$ cat src/rtl/plab5_mcore_tdm_mem_arb_pkg.sv
`default_nettype none
// ============================================================================
//  Module   : plab5_mcore_tdm_mem_arb_pkg
//  Purpose  : Shared defines, port-ID encodings and width helpers for the
//             security-domain-aware TDM memory arbiter.
//             Optional feature macro: PLAB5_MCORE_TDM_ARB_WORK_CONSERVE_EN
//  Revision : 1.0  initial release
// ============================================================================

`ifndef VC_MEM_REQ_MSG_NBITS
`define VC_MEM_REQ_MSG_NBITS(o_, a_, d_) (3 + (o_) + (a_) + $clog2((d_) / 8) + (d_))
`endif

`ifndef VC_MEM_RESP_MSG_NBITS
`define VC_MEM_RESP_MSG_NBITS(o_, d_) (3 + (o_) + $clog2((d_) / 8) + (d_))
`endif

`ifndef PLAB5_MCORE_TDM_PORT0
`define PLAB5_MCORE_TDM_PORT0 1'b0
`endif

`ifndef PLAB5_MCORE_TDM_PORT1
`define PLAB5_MCORE_TDM_PORT1 1'b1
`endif

package plab5_mcore_tdm_mem_arb_pkg;

    // Identifies which requesting port owns a slot / an outstanding request.
    typedef enum logic {
        PORT_P0 = `PLAB5_MCORE_TDM_PORT0,
        PORT_P1 = `PLAB5_MCORE_TDM_PORT1
    } port_id_e;

    // Control (non-data) width of a memory request message.
    function automatic int unsigned req_ctrl_nbits(input int unsigned o,
                                                   input int unsigned a,
                                                   input int unsigned l);
        return `VC_MEM_REQ_MSG_NBITS(o, a, l) - l;
    endfunction

    // Control (non-data) width of a memory response message.
    function automatic int unsigned resp_ctrl_nbits(input int unsigned o,
                                                    input int unsigned l);
        return `VC_MEM_RESP_MSG_NBITS(o, l) - l;
    endfunction

    // The port that does not own the current slot.
    function automatic port_id_e other_port(input port_id_e p);
        return (p == PORT_P0) ? PORT_P1 : PORT_P0;
    endfunction

endpackage
`default_nettype wire

$ cat src/rtl/plab5_mcore_tdm_mem_arb_if.sv
`default_nettype none
// ============================================================================
//  Module   : plab5_mcore_tdm_mem_arb_if
//  Purpose  : One val/rdy memory message channel (control, data, domain).
//             master drives the message, slave returns rdy.
//  Revision : 1.0  initial release
// ============================================================================
interface plab5_mcore_tdm_mem_arb_if
    import plab5_mcore_tdm_mem_arb_pkg::*;
#(
    parameter int unsigned p_ctrl_nbits = req_ctrl_nbits(8, 32, 128),
    parameter int unsigned p_data_nbits = 128
);
    logic [p_ctrl_nbits-1:0] control;
    logic [p_data_nbits-1:0] data;
    logic                    domain;
    logic                    val;
    logic                    rdy;

    modport master (output control, output data, output domain, output val, input rdy);
    modport slave  (input control, input data, input domain, input val, output rdy);
endinterface
`default_nettype wire

$ cat src/rtl/plab5_mcore_tdm_owner_queue.sv
`default_nettype none
// ============================================================================
//  Module   : plab5_mcore_tdm_owner_queue
//  Purpose  : 1-bit wide FIFO remembering which port issued each outstanding
//             memory request, so in-order responses can be steered back.
//  Revision : 1.0  initial release
// ============================================================================
module plab5_mcore_tdm_owner_queue
    import plab5_mcore_tdm_mem_arb_pkg::*;
#(
    parameter int unsigned p_depth = 4
)(
    input  logic clk,
    input  logic reset,
    input  logic push,
    input  logic push_data,
    input  logic pop,
    output logic full,
    output logic empty,
    output logic head
);
    // A depth of 1 still gets a 1-bit pointer; storage is sized to the
    // pointer range so wrap-around is free for any power-of-2 depth.
    localparam int unsigned ptr_nbits  = (p_depth > 1) ? $clog2(p_depth) : 1;
    localparam int unsigned store_size = 1 << ptr_nbits;
    localparam logic [ptr_nbits:0] depth_cnt = p_depth[ptr_nbits:0];

    logic [store_size-1:0] entries;
    logic [ptr_nbits-1:0]  wr_ptr;
    logic [ptr_nbits-1:0]  rd_ptr;
    logic [ptr_nbits:0]    count;
    logic                  do_push;
    logic                  do_pop;

    assign full    = (count == depth_cnt);
    assign empty   = (count == '0);
    assign head    = entries[rd_ptr];
    assign do_push = push & ~full;
    assign do_pop  = pop & ~empty;

    // Pointer, occupancy and storage update; push and pop may coincide.
    always_ff @(posedge clk) begin
        if (reset) begin
            entries <= '0;
            wr_ptr  <= '0;
            rd_ptr  <= '0;
            count   <= '0;
        end else begin
            if (do_push) begin
                entries[wr_ptr] <= push_data;
                wr_ptr          <= wr_ptr + 1'b1;
            end
            if (do_pop) begin
                rd_ptr <= rd_ptr + 1'b1;
            end
            case ({do_push, do_pop})
                2'b10:   count <= count + 1'b1;
                2'b01:   count <= count - 1'b1;
                default: count <= count;
            endcase
        end
    end
endmodule
`default_nettype wire

$ cat src/rtl/plab5_mcore_tdm_mem_arb.sv
`default_nettype none
// ============================================================================
//  Module   : plab5_mcore_tdm_mem_arb
//  Purpose  : Time-division-multiplexed arbiter sharing one memory port
//             between two requesting ports. Slot ownership depends only on a
//             free-running slot counter, so one port's traffic never shifts
//             the other's grant timing. Responses are steered back through an
//             in-order owner queue.
//             Optional feature macro: PLAB5_MCORE_TDM_ARB_WORK_CONSERVE_EN
//             (lets the non-owner use an idle slot; leaks timing, non-secure
//             builds only).
//  Revision : 1.0  initial release
// ============================================================================
module plab5_mcore_tdm_mem_arb
    import plab5_mcore_tdm_mem_arb_pkg::*;
#(
    parameter int unsigned p_mem_opaque_nbits = 8,
    parameter int unsigned p_mem_addr_nbits   = 32,
    parameter int unsigned p_mem_data_nbits   = 128,
    parameter int unsigned p_slot_cycles      = 4,
    parameter int unsigned p_max_outstanding  = 4
)(
    input  logic                         clk,
    input  logic                         reset,
    plab5_mcore_tdm_mem_arb_if.slave     req_in_p0,
    plab5_mcore_tdm_mem_arb_if.slave     req_in_p1,
    plab5_mcore_tdm_mem_arb_if.master    req_out,
    plab5_mcore_tdm_mem_arb_if.slave     resp_in,
    plab5_mcore_tdm_mem_arb_if.master    resp_out_p0,
    plab5_mcore_tdm_mem_arb_if.master    resp_out_p1
);
    localparam int unsigned mrqc = req_ctrl_nbits(p_mem_opaque_nbits, p_mem_addr_nbits,
                                                  p_mem_data_nbits);
    localparam int unsigned mrsc = resp_ctrl_nbits(p_mem_opaque_nbits, p_mem_data_nbits);
    localparam int unsigned cnt_nbits   = (p_slot_cycles > 1) ? $clog2(p_slot_cycles) : 1;
    localparam int unsigned slot_last_i = p_slot_cycles - 1;
    localparam logic [cnt_nbits-1:0] slot_last = slot_last_i[cnt_nbits-1:0];

    // Slot state
    logic [cnt_nbits-1:0] slot_cnt;
    port_id_e             slot_owner;
    logic                 issued;

    // Request path
    port_id_e                    grant_port;
    logic                        grant_en;
    logic                        sel_val;
    logic [mrqc-1:0]             sel_control;
    logic [p_mem_data_nbits-1:0] sel_data;
    logic                        sel_domain;
    logic                        fire;

    // Response path
    logic            q_full;
    logic            q_empty;
    logic            q_head;
    port_id_e        head_port;
    logic            resp_live;
    logic            head_rdy;
    logic            pop;
    logic [mrsc-1:0] resp_control;

`ifdef PLAB5_MCORE_TDM_ARB_WORK_CONSERVE_EN
    logic owner_val;
    // An idle owner hands the rest of its slot to the other port.
    assign owner_val  = (slot_owner == PORT_P1) ? req_in_p1.val : req_in_p0.val;
    assign grant_port = owner_val ? slot_owner : other_port(slot_owner);
`else
    // Strict TDM: only the slot owner is ever considered.
    assign grant_port = slot_owner;
`endif

    // A full owner queue blocks the grant even if a pop lands this cycle,
    // keeping the decision independent of response timing.
    assign grant_en = ~reset & ~issued & ~q_full;

    // Route the granted port onto the memory request channel.
    always_comb begin
        sel_val     = req_in_p0.val;
        sel_control = req_in_p0.control;
        sel_data    = req_in_p0.data;
        sel_domain  = req_in_p0.domain;
        if (grant_port == PORT_P1) begin
            sel_val     = req_in_p1.val;
            sel_control = req_in_p1.control;
            sel_data    = req_in_p1.data;
            sel_domain  = req_in_p1.domain;
        end
    end

    assign req_out.control = sel_control;
    assign req_out.data    = sel_data;
    assign req_out.domain  = sel_domain;
    assign req_out.val     = grant_en & sel_val;
    assign req_in_p0.rdy   = grant_en & (grant_port == PORT_P0) & req_out.rdy;
    assign req_in_p1.rdy   = grant_en & (grant_port == PORT_P1) & req_out.rdy;
    assign fire            = grant_en & sel_val & req_out.rdy;

    // Slot counter: wraps every p_slot_cycles, handing the slot to the other
    // port and re-arming the single-issue flag.
    always_ff @(posedge clk) begin
        if (reset) begin
            slot_cnt   <= '0;
            slot_owner <= PORT_P0;
            issued     <= 1'b0;
        end else if (slot_cnt == slot_last) begin
            slot_cnt   <= '0;
            slot_owner <= other_port(slot_owner);
            issued     <= 1'b0;
        end else begin
            slot_cnt <= slot_cnt + 1'b1;
            if (fire) begin
                issued <= 1'b1;
            end
        end
    end

    plab5_mcore_tdm_owner_queue #(
        .p_depth (p_max_outstanding)
    ) u_owner_queue (
        .clk       (clk),
        .reset     (reset),
        .push      (fire),
        .push_data (grant_port),
        .pop       (pop),
        .full      (q_full),
        .empty     (q_empty),
        .head      (q_head)
    );

    // Responses return in issue order, so the queue head names the recipient.
    assign head_port    = port_id_e'(q_head);
    assign resp_live    = ~reset & ~q_empty;
    assign head_rdy     = (head_port == PORT_P1) ? resp_out_p1.rdy : resp_out_p0.rdy;
    assign resp_in.rdy  = resp_live & head_rdy;
    assign pop          = resp_in.val & resp_live & head_rdy;
    assign resp_control = resp_in.control;

    assign resp_out_p0.control = resp_control;
    assign resp_out_p0.data    = resp_in.data;
    assign resp_out_p0.domain  = resp_in.domain;
    assign resp_out_p0.val     = resp_live & resp_in.val & (head_port == PORT_P0);

    assign resp_out_p1.control = resp_control;
    assign resp_out_p1.data    = resp_in.data;
    assign resp_out_p1.domain  = resp_in.domain;
    assign resp_out_p1.val     = resp_live & resp_in.val & (head_port == PORT_P1);
endmodule
`default_nettype wire

$ cat src/flat_wrapper.sv
// flat-port wrapper written by rule: the top's interface ports become plain ports
module plab5_mcore_tdm_mem_arb_flat import plab5_mcore_tdm_mem_arb_pkg::*;
#(
    parameter int unsigned p_mem_opaque_nbits = 8,
    parameter int unsigned p_mem_addr_nbits   = 32,
    parameter int unsigned p_mem_data_nbits   = 128,
    parameter int unsigned p_slot_cycles      = 4,
    parameter int unsigned p_max_outstanding  = 4
)
  (clk, reset, req_in_p0_control, req_in_p0_data, req_in_p0_domain, req_in_p0_val, req_in_p0_rdy, req_in_p1_control, req_in_p1_data, req_in_p1_domain, req_in_p1_val, req_in_p1_rdy, req_out_control, req_out_data, req_out_domain, req_out_val, req_out_rdy, resp_in_control, resp_in_data, resp_in_domain, resp_in_val, resp_in_rdy, resp_out_p0_control, resp_out_p0_data, resp_out_p0_domain, resp_out_p0_val, resp_out_p0_rdy, resp_out_p1_control, resp_out_p1_data, resp_out_p1_domain, resp_out_p1_val, resp_out_p1_rdy);
  plab5_mcore_tdm_mem_arb_if #(.p_ctrl_nbits((3 + 8 + 32 + 4)), .p_data_nbits((128))) req_in_p0_i ();
  plab5_mcore_tdm_mem_arb_if #(.p_ctrl_nbits((3 + 8 + 32 + 4)), .p_data_nbits((128))) req_in_p1_i ();
  plab5_mcore_tdm_mem_arb_if #(.p_ctrl_nbits((3 + 8 + 32 + 4)), .p_data_nbits((128))) req_out_i ();
  plab5_mcore_tdm_mem_arb_if #(.p_ctrl_nbits((3 + 8 + 4)), .p_data_nbits((128))) resp_in_i ();
  plab5_mcore_tdm_mem_arb_if #(.p_ctrl_nbits((3 + 8 + 4)), .p_data_nbits((128))) resp_out_p0_i ();
  plab5_mcore_tdm_mem_arb_if #(.p_ctrl_nbits((3 + 8 + 4)), .p_data_nbits((128))) resp_out_p1_i ();
  input  logic clk;
  input  logic reset;
  input wire logic [$bits(req_in_p0_i.control)-1:0] req_in_p0_control;
  input wire logic [$bits(req_in_p0_i.data)-1:0] req_in_p0_data;
  input wire logic [$bits(req_in_p0_i.domain)-1:0] req_in_p0_domain;
  input wire logic [$bits(req_in_p0_i.val)-1:0] req_in_p0_val;
  output wire logic [$bits(req_in_p0_i.rdy)-1:0] req_in_p0_rdy;
  input wire logic [$bits(req_in_p1_i.control)-1:0] req_in_p1_control;
  input wire logic [$bits(req_in_p1_i.data)-1:0] req_in_p1_data;
  input wire logic [$bits(req_in_p1_i.domain)-1:0] req_in_p1_domain;
  input wire logic [$bits(req_in_p1_i.val)-1:0] req_in_p1_val;
  output wire logic [$bits(req_in_p1_i.rdy)-1:0] req_in_p1_rdy;
  output wire logic [$bits(req_out_i.control)-1:0] req_out_control;
  output wire logic [$bits(req_out_i.data)-1:0] req_out_data;
  output wire logic [$bits(req_out_i.domain)-1:0] req_out_domain;
  output wire logic [$bits(req_out_i.val)-1:0] req_out_val;
  input wire logic [$bits(req_out_i.rdy)-1:0] req_out_rdy;
  input wire logic [$bits(resp_in_i.control)-1:0] resp_in_control;
  input wire logic [$bits(resp_in_i.data)-1:0] resp_in_data;
  input wire logic [$bits(resp_in_i.domain)-1:0] resp_in_domain;
  input wire logic [$bits(resp_in_i.val)-1:0] resp_in_val;
  output wire logic [$bits(resp_in_i.rdy)-1:0] resp_in_rdy;
  output wire logic [$bits(resp_out_p0_i.control)-1:0] resp_out_p0_control;
  output wire logic [$bits(resp_out_p0_i.data)-1:0] resp_out_p0_data;
  output wire logic [$bits(resp_out_p0_i.domain)-1:0] resp_out_p0_domain;
  output wire logic [$bits(resp_out_p0_i.val)-1:0] resp_out_p0_val;
  input wire logic [$bits(resp_out_p0_i.rdy)-1:0] resp_out_p0_rdy;
  output wire logic [$bits(resp_out_p1_i.control)-1:0] resp_out_p1_control;
  output wire logic [$bits(resp_out_p1_i.data)-1:0] resp_out_p1_data;
  output wire logic [$bits(resp_out_p1_i.domain)-1:0] resp_out_p1_domain;
  output wire logic [$bits(resp_out_p1_i.val)-1:0] resp_out_p1_val;
  input wire logic [$bits(resp_out_p1_i.rdy)-1:0] resp_out_p1_rdy;
  assign req_in_p0_i.control = req_in_p0_control;
  assign req_in_p0_i.data = req_in_p0_data;
  assign req_in_p0_i.domain = req_in_p0_domain;
  assign req_in_p0_i.val = req_in_p0_val;
  assign req_in_p0_rdy = req_in_p0_i.rdy;
  assign req_in_p1_i.control = req_in_p1_control;
  assign req_in_p1_i.data = req_in_p1_data;
  assign req_in_p1_i.domain = req_in_p1_domain;
  assign req_in_p1_i.val = req_in_p1_val;
  assign req_in_p1_rdy = req_in_p1_i.rdy;
  assign req_out_control = req_out_i.control;
  assign req_out_data = req_out_i.data;
  assign req_out_domain = req_out_i.domain;
  assign req_out_val = req_out_i.val;
  assign req_out_i.rdy = req_out_rdy;
  assign resp_in_i.control = resp_in_control;
  assign resp_in_i.data = resp_in_data;
  assign resp_in_i.domain = resp_in_domain;
  assign resp_in_i.val = resp_in_val;
  assign resp_in_rdy = resp_in_i.rdy;
  assign resp_out_p0_control = resp_out_p0_i.control;
  assign resp_out_p0_data = resp_out_p0_i.data;
  assign resp_out_p0_domain = resp_out_p0_i.domain;
  assign resp_out_p0_val = resp_out_p0_i.val;
  assign resp_out_p0_i.rdy = resp_out_p0_rdy;
  assign resp_out_p1_control = resp_out_p1_i.control;
  assign resp_out_p1_data = resp_out_p1_i.data;
  assign resp_out_p1_domain = resp_out_p1_i.domain;
  assign resp_out_p1_val = resp_out_p1_i.val;
  assign resp_out_p1_i.rdy = resp_out_p1_rdy;
  plab5_mcore_tdm_mem_arb #(.p_mem_opaque_nbits(p_mem_opaque_nbits), .p_mem_addr_nbits(p_mem_addr_nbits), .p_mem_data_nbits(p_mem_data_nbits), .p_slot_cycles(p_slot_cycles), .p_max_outstanding(p_max_outstanding)) u_core (.clk(clk), .reset(reset), .req_in_p0(req_in_p0_i), .req_in_p1(req_in_p1_i), .req_out(req_out_i), .resp_in(resp_in_i), .resp_out_p0(resp_out_p0_i), .resp_out_p1(resp_out_p1_i));
endmodule
$ cat config.mk
export PLATFORM = sky130hd
export DESIGN_NAME = plab5_mcore_tdm_mem_arb_flat
export DESIGN_NICKNAME = d
export VERILOG_FILES = /design/src/rtl/plab5_mcore_tdm_mem_arb_pkg.sv /design/src/rtl/plab5_mcore_tdm_mem_arb_if.sv /design/src/rtl/plab5_mcore_tdm_owner_queue.sv /design/src/rtl/plab5_mcore_tdm_mem_arb.sv /design/src/flat_wrapper.sv
export SDC_FILE = /design/constraint.sdc
export NUM_CORES = 1
export LEC_CHECK = 0
export ABC_CLOCK_PERIOD_IN_PS = 4100
export CORE_AREA = 2 2 381 383
export CTS_CLUSTER_DIAMETER = 30
export DETAILED_ROUTE_END_ITERATION = 10
export DIE_AREA = 0 0 383 385
export GPL_ROUTABILITY_DRIVEN = 1
export PLACE_DENSITY = 0.3
export SYNTH_ARGS = -nofsm -noshare
export SYNTH_HDL_FRONTEND = slang
export SYNTH_SLANG_ARGS = --single-unit
$ cat constraint.sdc
create_clock -name clk -period 4.1 [get_ports clk]
set_input_delay 0.615 -clock clk [delete_from_list [all_inputs] [get_ports clk]]
set_output_delay 0.615 -clock clk [all_outputs]
set_load 0.005 [all_outputs]
; ---- After elaboration in Yosys (flattened, before gate mapping)
; Index checks and enable logic that the tools add are counted.
[totals]
ff_bits = 15
latchBits = 0
ramBits = 0
rom_bits = 0
input_bits = 504
n_memories = 0
[classes]
addsub = 5
n_mul = 0
div = 0
order_cmp = 3
n_eq_ne = 4
shift = 0
muxes = 12
n_bitwise = 22
reduce_logical = 4
[ops]
columns = operator, n
row1 = $mux 128, 1
row2 = $mux 47, 1
row3 = $and 1x1->1, 16
row4 = $add 2x1->2 const B, 3
row5 = $lt 2x3->1 const B, 2
row6 = $mux 1, 6
row7 = $not 1->1, 6
row8 = $pmux 3 s2, 1
row9 = $bwmux 4, 1
row10 = $eq 2x2->1 const B, 2
row11 = $add 3x1->3 const B, 1
row12 = $eq 3x3->1 const B, 1
row13 = $logic_not 3->1, 1
row14 = $sub 3x1->3 const B, 1
row15 = $bmux 1 s2, 1
row16 = $demux 1 s2, 1
row17 = $eq 2x1->1 const B, 1
row18 = $ge 2x1->1 const B, 1
row19 = $reduce_bool 2->1, 1
row20 = $reduce_or 2->1, 1
row21 = $logic_and 1x1->1, 1

; ---- Logic depth before layout (Yosys ltp)
[logic_depth]
ltp_word = 8
depth_mapped = 10

; ---- By module
; A second synthesis with hierarchy kept.
[unflattened]
cells_unflattened = 574
area_unflattened_um2 = 5510.3
[by_module_without_submodules]
columns = module, instances, cells_per_inst, area_per_inst_um2, seq_area_each_um2
row1 = plab5_mcore_tdm_mem_arb, 1, 509, 4903.5, 80.1
row2 = plab5_mcore_tdm_owner_queue, 1, 65, 606.8, 220.2

; ---- Worst setup path before layout
; OpenSTA, ideal clock, no wires.
[synth_timing]
path_type = reg-to-reg
from = register u_core.u_owner_queue.rd_ptr[0]
to = register u_core.u_owner_queue.count[2]
arrival_ps = 2395
required_time_ps = 4029
setup_slack_ps = 1634
stages_incl_launch_ff = 10
path_buffers = 0
period_less_slack_ps = 2466
path_cell_list = dfxtp_1 > mux4_2 > mux2i_2 > nor2_1 > ha_1 > inv_1 > fa_1 > xor2_1 > or3_1 > a21oi_1
[synth_between]
elab_chain_len = 7
elab_cells_between_ends = 9
[synth_lines]
columns = item, line_no
row1 = from (decl), plab5_mcore_tdm_owner_queue.sv:30  ; logic [ptr_nbits-1:0] rd_ptr;
row2 = from (signal assigned), plab5_mcore_tdm_owner_queue.sv:54  ; rd_ptr <= rd_ptr + 1'b1;
row3 = $bmux 1 s2 *, plab5_mcore_tdm_owner_queue.sv:37  ; assign head = entries[rd_ptr];
row4 = $mux 1 (implied by the code) *, plab5_mcore_tdm_owner_queue.sv:37
row5 = $mux 1 *, plab5_mcore_tdm_mem_arb.sv:134  ; assign head_rdy = (head_port == PORT_P1) ? resp_out_p1.rdy : resp_out_p0.rdy;
row6 = $and 1x1->1 *, plab5_mcore_tdm_mem_arb.sv:136  ; assign pop = resp_in.val & resp_live & head_rdy;
row7 = $and 1x1->1 *, plab5_mcore_tdm_owner_queue.sv:39  ; assign do_pop = pop & ~empty;
row8 = via u_core.u_owner_queue.do_pop, plab5_mcore_tdm_owner_queue.sv:33  ; logic do_pop;
row9 = $eq 2x1->1 / $eq 2x2->1 (equally long branches), plab5_mcore_tdm_owner_queue.sv:56  ; case ({do_push, do_pop})
row10 = $pmux 3 s2 / $reduce_bool 2->1 (equally long branches), --
row11 = to (signal assigned), plab5_mcore_tdm_owner_queue.sv:57  ; 2'b10: count <= count + 1'b1;
row12 = to (signal assigned), plab5_mcore_tdm_owner_queue.sv:58  ; 2'b01: count <= count - 1'b1;
row13 = to (signal assigned), plab5_mcore_tdm_owner_queue.sv:59  ; default: count <= count;
row14 = to (decl), plab5_mcore_tdm_owner_queue.sv:31  ; logic [ptr_nbits:0] count;
; Mark *: on every way through the listed nets, which the timed path passes. The rest lies on a longest branch. The select of a mux whose other input is x is not followed.
; A chain may end at the register's enable or synchronous reset.

; ---- Final worst setup path
[layout_timing]
from = input reset
to = output req_in_p0_rdy
[layout_between]
elab_chain_len = 5
[layout_lines]
columns = item, line_no
row1 = from (decl), flat_wrapper.sv:18  ; input logic reset;
row2 = $not 1->1, plab5_mcore_tdm_mem_arb.sv:75  ; assign grant_en = ~reset & ~issued & ~q_full;
row3 = $and 1x1->1 (2 in a row), plab5_mcore_tdm_mem_arb.sv:75
row4 = $and 1x1->1 (2 in a row), plab5_mcore_tdm_mem_arb.sv:95  ; assign req_in_p0.rdy = grant_en & (grant_port == PORT_P0) & req_out.rdy;
row5 = to (decl), flat_wrapper.sv:23  ; output wire logic [$bits(req_in_p0_i.rdy)-1:0] req_in_p0_rdy;
; Every way passes these cells.

==> impl_results.md <==
- Status: finished clean
- Max rail drop VDD: 0.0885 mV
- Cell Area, Placed: approximately 0.011 sq mm
- TritonCTS Sinks: 15
- Power per standard cell area: between 100 and 150 mW/mm^2
- Core Util, Final: approximately 7.5%
- Seq/Total Area, Yosys: about 6%
- Worst Tran Pin Value: between 0.5 and 0.6 ns
- Total CTS buffers: 3
- Port Buffer Count: 541
- Worst Setup End Kind: output pin
- Synth top cells by count: buf_4 (289), mux2_2 (176), dfxtp_1 (15)
- HP Start: u_core.slot_cnt[0]$_SDFF_PP0_
- Htree depth: 1
- Post-route DRC: 0
- Post-synth top area share: roughly 43%
- Crit start category: input port
- Synth-to-Final Area Change: 114%
- Setup slack at placement: about 0.70 ns
- Core ar.: 0.143 sq mm
- Die footprint: 0.147 sq mm
- Yosys warnings: 0
- Gate Count Post-Synth: 570
- IO Pins: about 970
- Maxcap violations: 0
- Min Tclk post-route: 3.20 ns
- Hold Crit Class: flip-flop to flip-flop
- Fmax: approximately 0.31 GHz
- Nets@finish: ~1,300
- Arr. time, crit path: between 2 and 3 ns
- Total number of vias: ~5,000
- Hold path depth: 1
- Top post-synthesis cells by area: buf_4 (43%), mux2_2 (39%), dfxtp_1 (6.0%)
- Syn avg cell area: between 8 and 9 sq um
- Final ANT Viol Nets: 0
- Flop pwr share: between 10% and 20%
- Setup CP Type: input port to output pin
- Placed cells: 2,712
- Clock group share of total power: about an eighth
- Die width: roughly 380 um
- Dominant synthesized flop cell: dfxtp_1
- Clock skew: about 0.0043 ns
- Worst r2r dst: u_core.u_owner_queue.count[2]$_SDFFE_PP0P_
- RSZ-0062 raised after global routing: no
- Global placement routability congestion: between 0.8 and 0.9
- Netlist cell types: 26
- Final setup TNS: 0 ns
- R2R setup slack: 1.36 ns
- Via density: ~1.9
- Period utilization: between 70% and 80%
- Internal: 1.00 mW
- Count leader, synth: buf_4
- Required @ worst endpoint: approximately 3.5 ns
- GRT overflow: 0
- Post-synth EDFFs: 0
- Row cnt: 139
- Worst-case reg-to-reg path depth: 9
- WL/cell: 18.3 um
- FFs w/ async S/R, synth: 0%
- Antenna violations before repair: 9
- Fin. Hold Viols: 0
- CTS Buffer Depth: 2
- Share of layout cells above drive strength 1: a little under a quarter
- Net Sw Power: about 0.45 mW
- Hold buffers post-CTS: 0
- Combinational share of power: 75.7%
- Iteration-0 DRC Markers: between 100 and 150
- Yosys reg bits: 15
- Die height: between 300 and 400 um
- Crit-path max FO: 6
- Final WS setup: roughly 0.90 ns
- Hold Crit Endpoint: u_core.slot_cnt[0]$_SDFF_PP0_
- DPL Wire Length: 46.2 mm
- Final setup viols: 0
- Starting Density: 3.51%
- WL final: 49.8 mm
- Fin. max-slew vios: 0
- Post-CTS Setup Bufs: 0
- Cell Count, Final, Fillers Out: approximately 2,700
- Largest net degree at the start of global routing: 48
- Cell accounting for the most synthesized area: buf_4
- Final Power: 1.46 mW
- Post-synth net total: 1,081
- Vias in the first global route: 5,679
- Sw Ratio: between 30 and 40%
- First drt pass iteration count: 4
- Final cell area excluding filler cells: ~0.011 sq mm
- Post-Syn Area: 0.00502 sq mm
- CTS tree: done
- R2R Path Start: u_core.u_owner_queue.rd_ptr[0]$_SDFFE_PP0P_
- GRT Util Overall: 6.22%
- Worst hold margin: 0.424 ns
- Slew headroom: 60.5%
- Pleak: ~3.1 nW
- CTS resizes: 0
- Root buffer cell: clkbuf_16
- Clock transition at path regs: around 0.050 ns
- Worst-Skew Late Latency: 0.24 ns
- First-pass GRT wire length: 59.7 mm
-- layout make-up --
| type | instances | area (sq um) |
|---|---|---|
| inverter | 9 | 33.8 |
| clock buffer | 3 | 75.1 |
| fill | 16700 | 132000 |
| sequential | 15 | 304 |
| antenna | 4 | 10.0 |
| tap | 1903 | 2380 |
| multi-input combinational | 237 | 2430 |
| clock inverter | 1 | 5.00 |
| timing repair buffer | 548 | 5490 |
-- cells in the final DEF, fill, tap and decap left out --
master / instances
nand3_1: 1
nor3b_1: 2
fa_1: 1
a21oi_1: 3
inv_1: 9
nand2_1: 10
nor3_1: 3
clkbuf_16: 3
diode_2: 4
xnor2_1: 2
nor2_1: 13
buf_12: 2
clkdlybuf4s50_1: 540
clkinv_2: 1
mux2_2: 176
dfxtp_4: 1
nor4b_4: 1
or2_2: 1
dfxtp_1: 14
mux2i_2: 1
nor2b_1: 1
o41ai_1: 1
or3_1: 3
o21ai_0: 2
mux4_2: 1
ha_1: 6
buf_4: 6
xor2_1: 2
mux2i_1: 6
o311ai_0: 1
-- power by group through the flow --
stage	clock network, mW	logic [mW]	registers, mW
finish	0.186	1.10	0.167
detailed placement	0	1.14	0.171
floorplan	0	0.513	0.159
CTS	0.192	1.16	0.168
global placement	0	1.15	0.171
global route	0.203	1.19	0.169
-- routing by layer --
layer  GRT usage (%)  vias to the layer above  share of wire, %
met5           0.617                        -              0.21
met4            1.04                        2               1.7
met3            6.42                       38                22
met2            9.80                      686                44
met1            5.62                     2207                32
li1                -                     2103                 -
-- sequential cells by signal (all words and copies together), names as in the netlist --
register and count:
u_core.grant_port 1, u_core.issued 1, u_core.slot_cnt 2, u_core.u_owner_queue.count 3
u_core.u_owner_queue.entries 4, u_core.u_owner_queue.rd_ptr 2, u_core.u_owner_queue.wr_ptr 2
-- critical path: stages --
cell and delay [ns]:
clkdlybuf4s50_1 0.53, or2_2 0.37, nor2_1 0.12, nand2_1 0.13, nor2_1 0.25, clkdlybuf4s50_1 0.56
-- worst max path at each step --
stage / to / slack (ns) / cells past startpoint / from
after global routing: resp_out_p1_val / 0.61 / 5 / reset
final: req_in_p0_rdy / 0.90 / 6 / reset
after floorplan: u_core.u_owner_queue.count[2]$_SDFFE_PP0P_ / 1.63 / 9 / u_core.u_owner_queue.rd_ptr[0]$_SDFFE_PP0P_
after detailed placement: req_in_p0_rdy / 0.70 / 6 / reset
after CTS: req_in_p0_rdy / 0.70 / 6 / reset
after global placement: req_in_p0_rdy / 0.72 / 6 / reset
-- cell families (layout without fill, tap and decap cells) --
group           Yosys count  count (layout)  share of synthesized area (%)
flops                    15              15                           5.98
xor+xnor                  4               4                          0.698
simple gates             35              35                           3.51
compound gates            7               7                          0.847
fa+ha+maj                 7               7                           1.89
other cells               0               4                              0
buf+inv                 318             561                           45.7
mux                     184             184                           41.4
No activity file was read; power rests on OpenSTA's default activity.
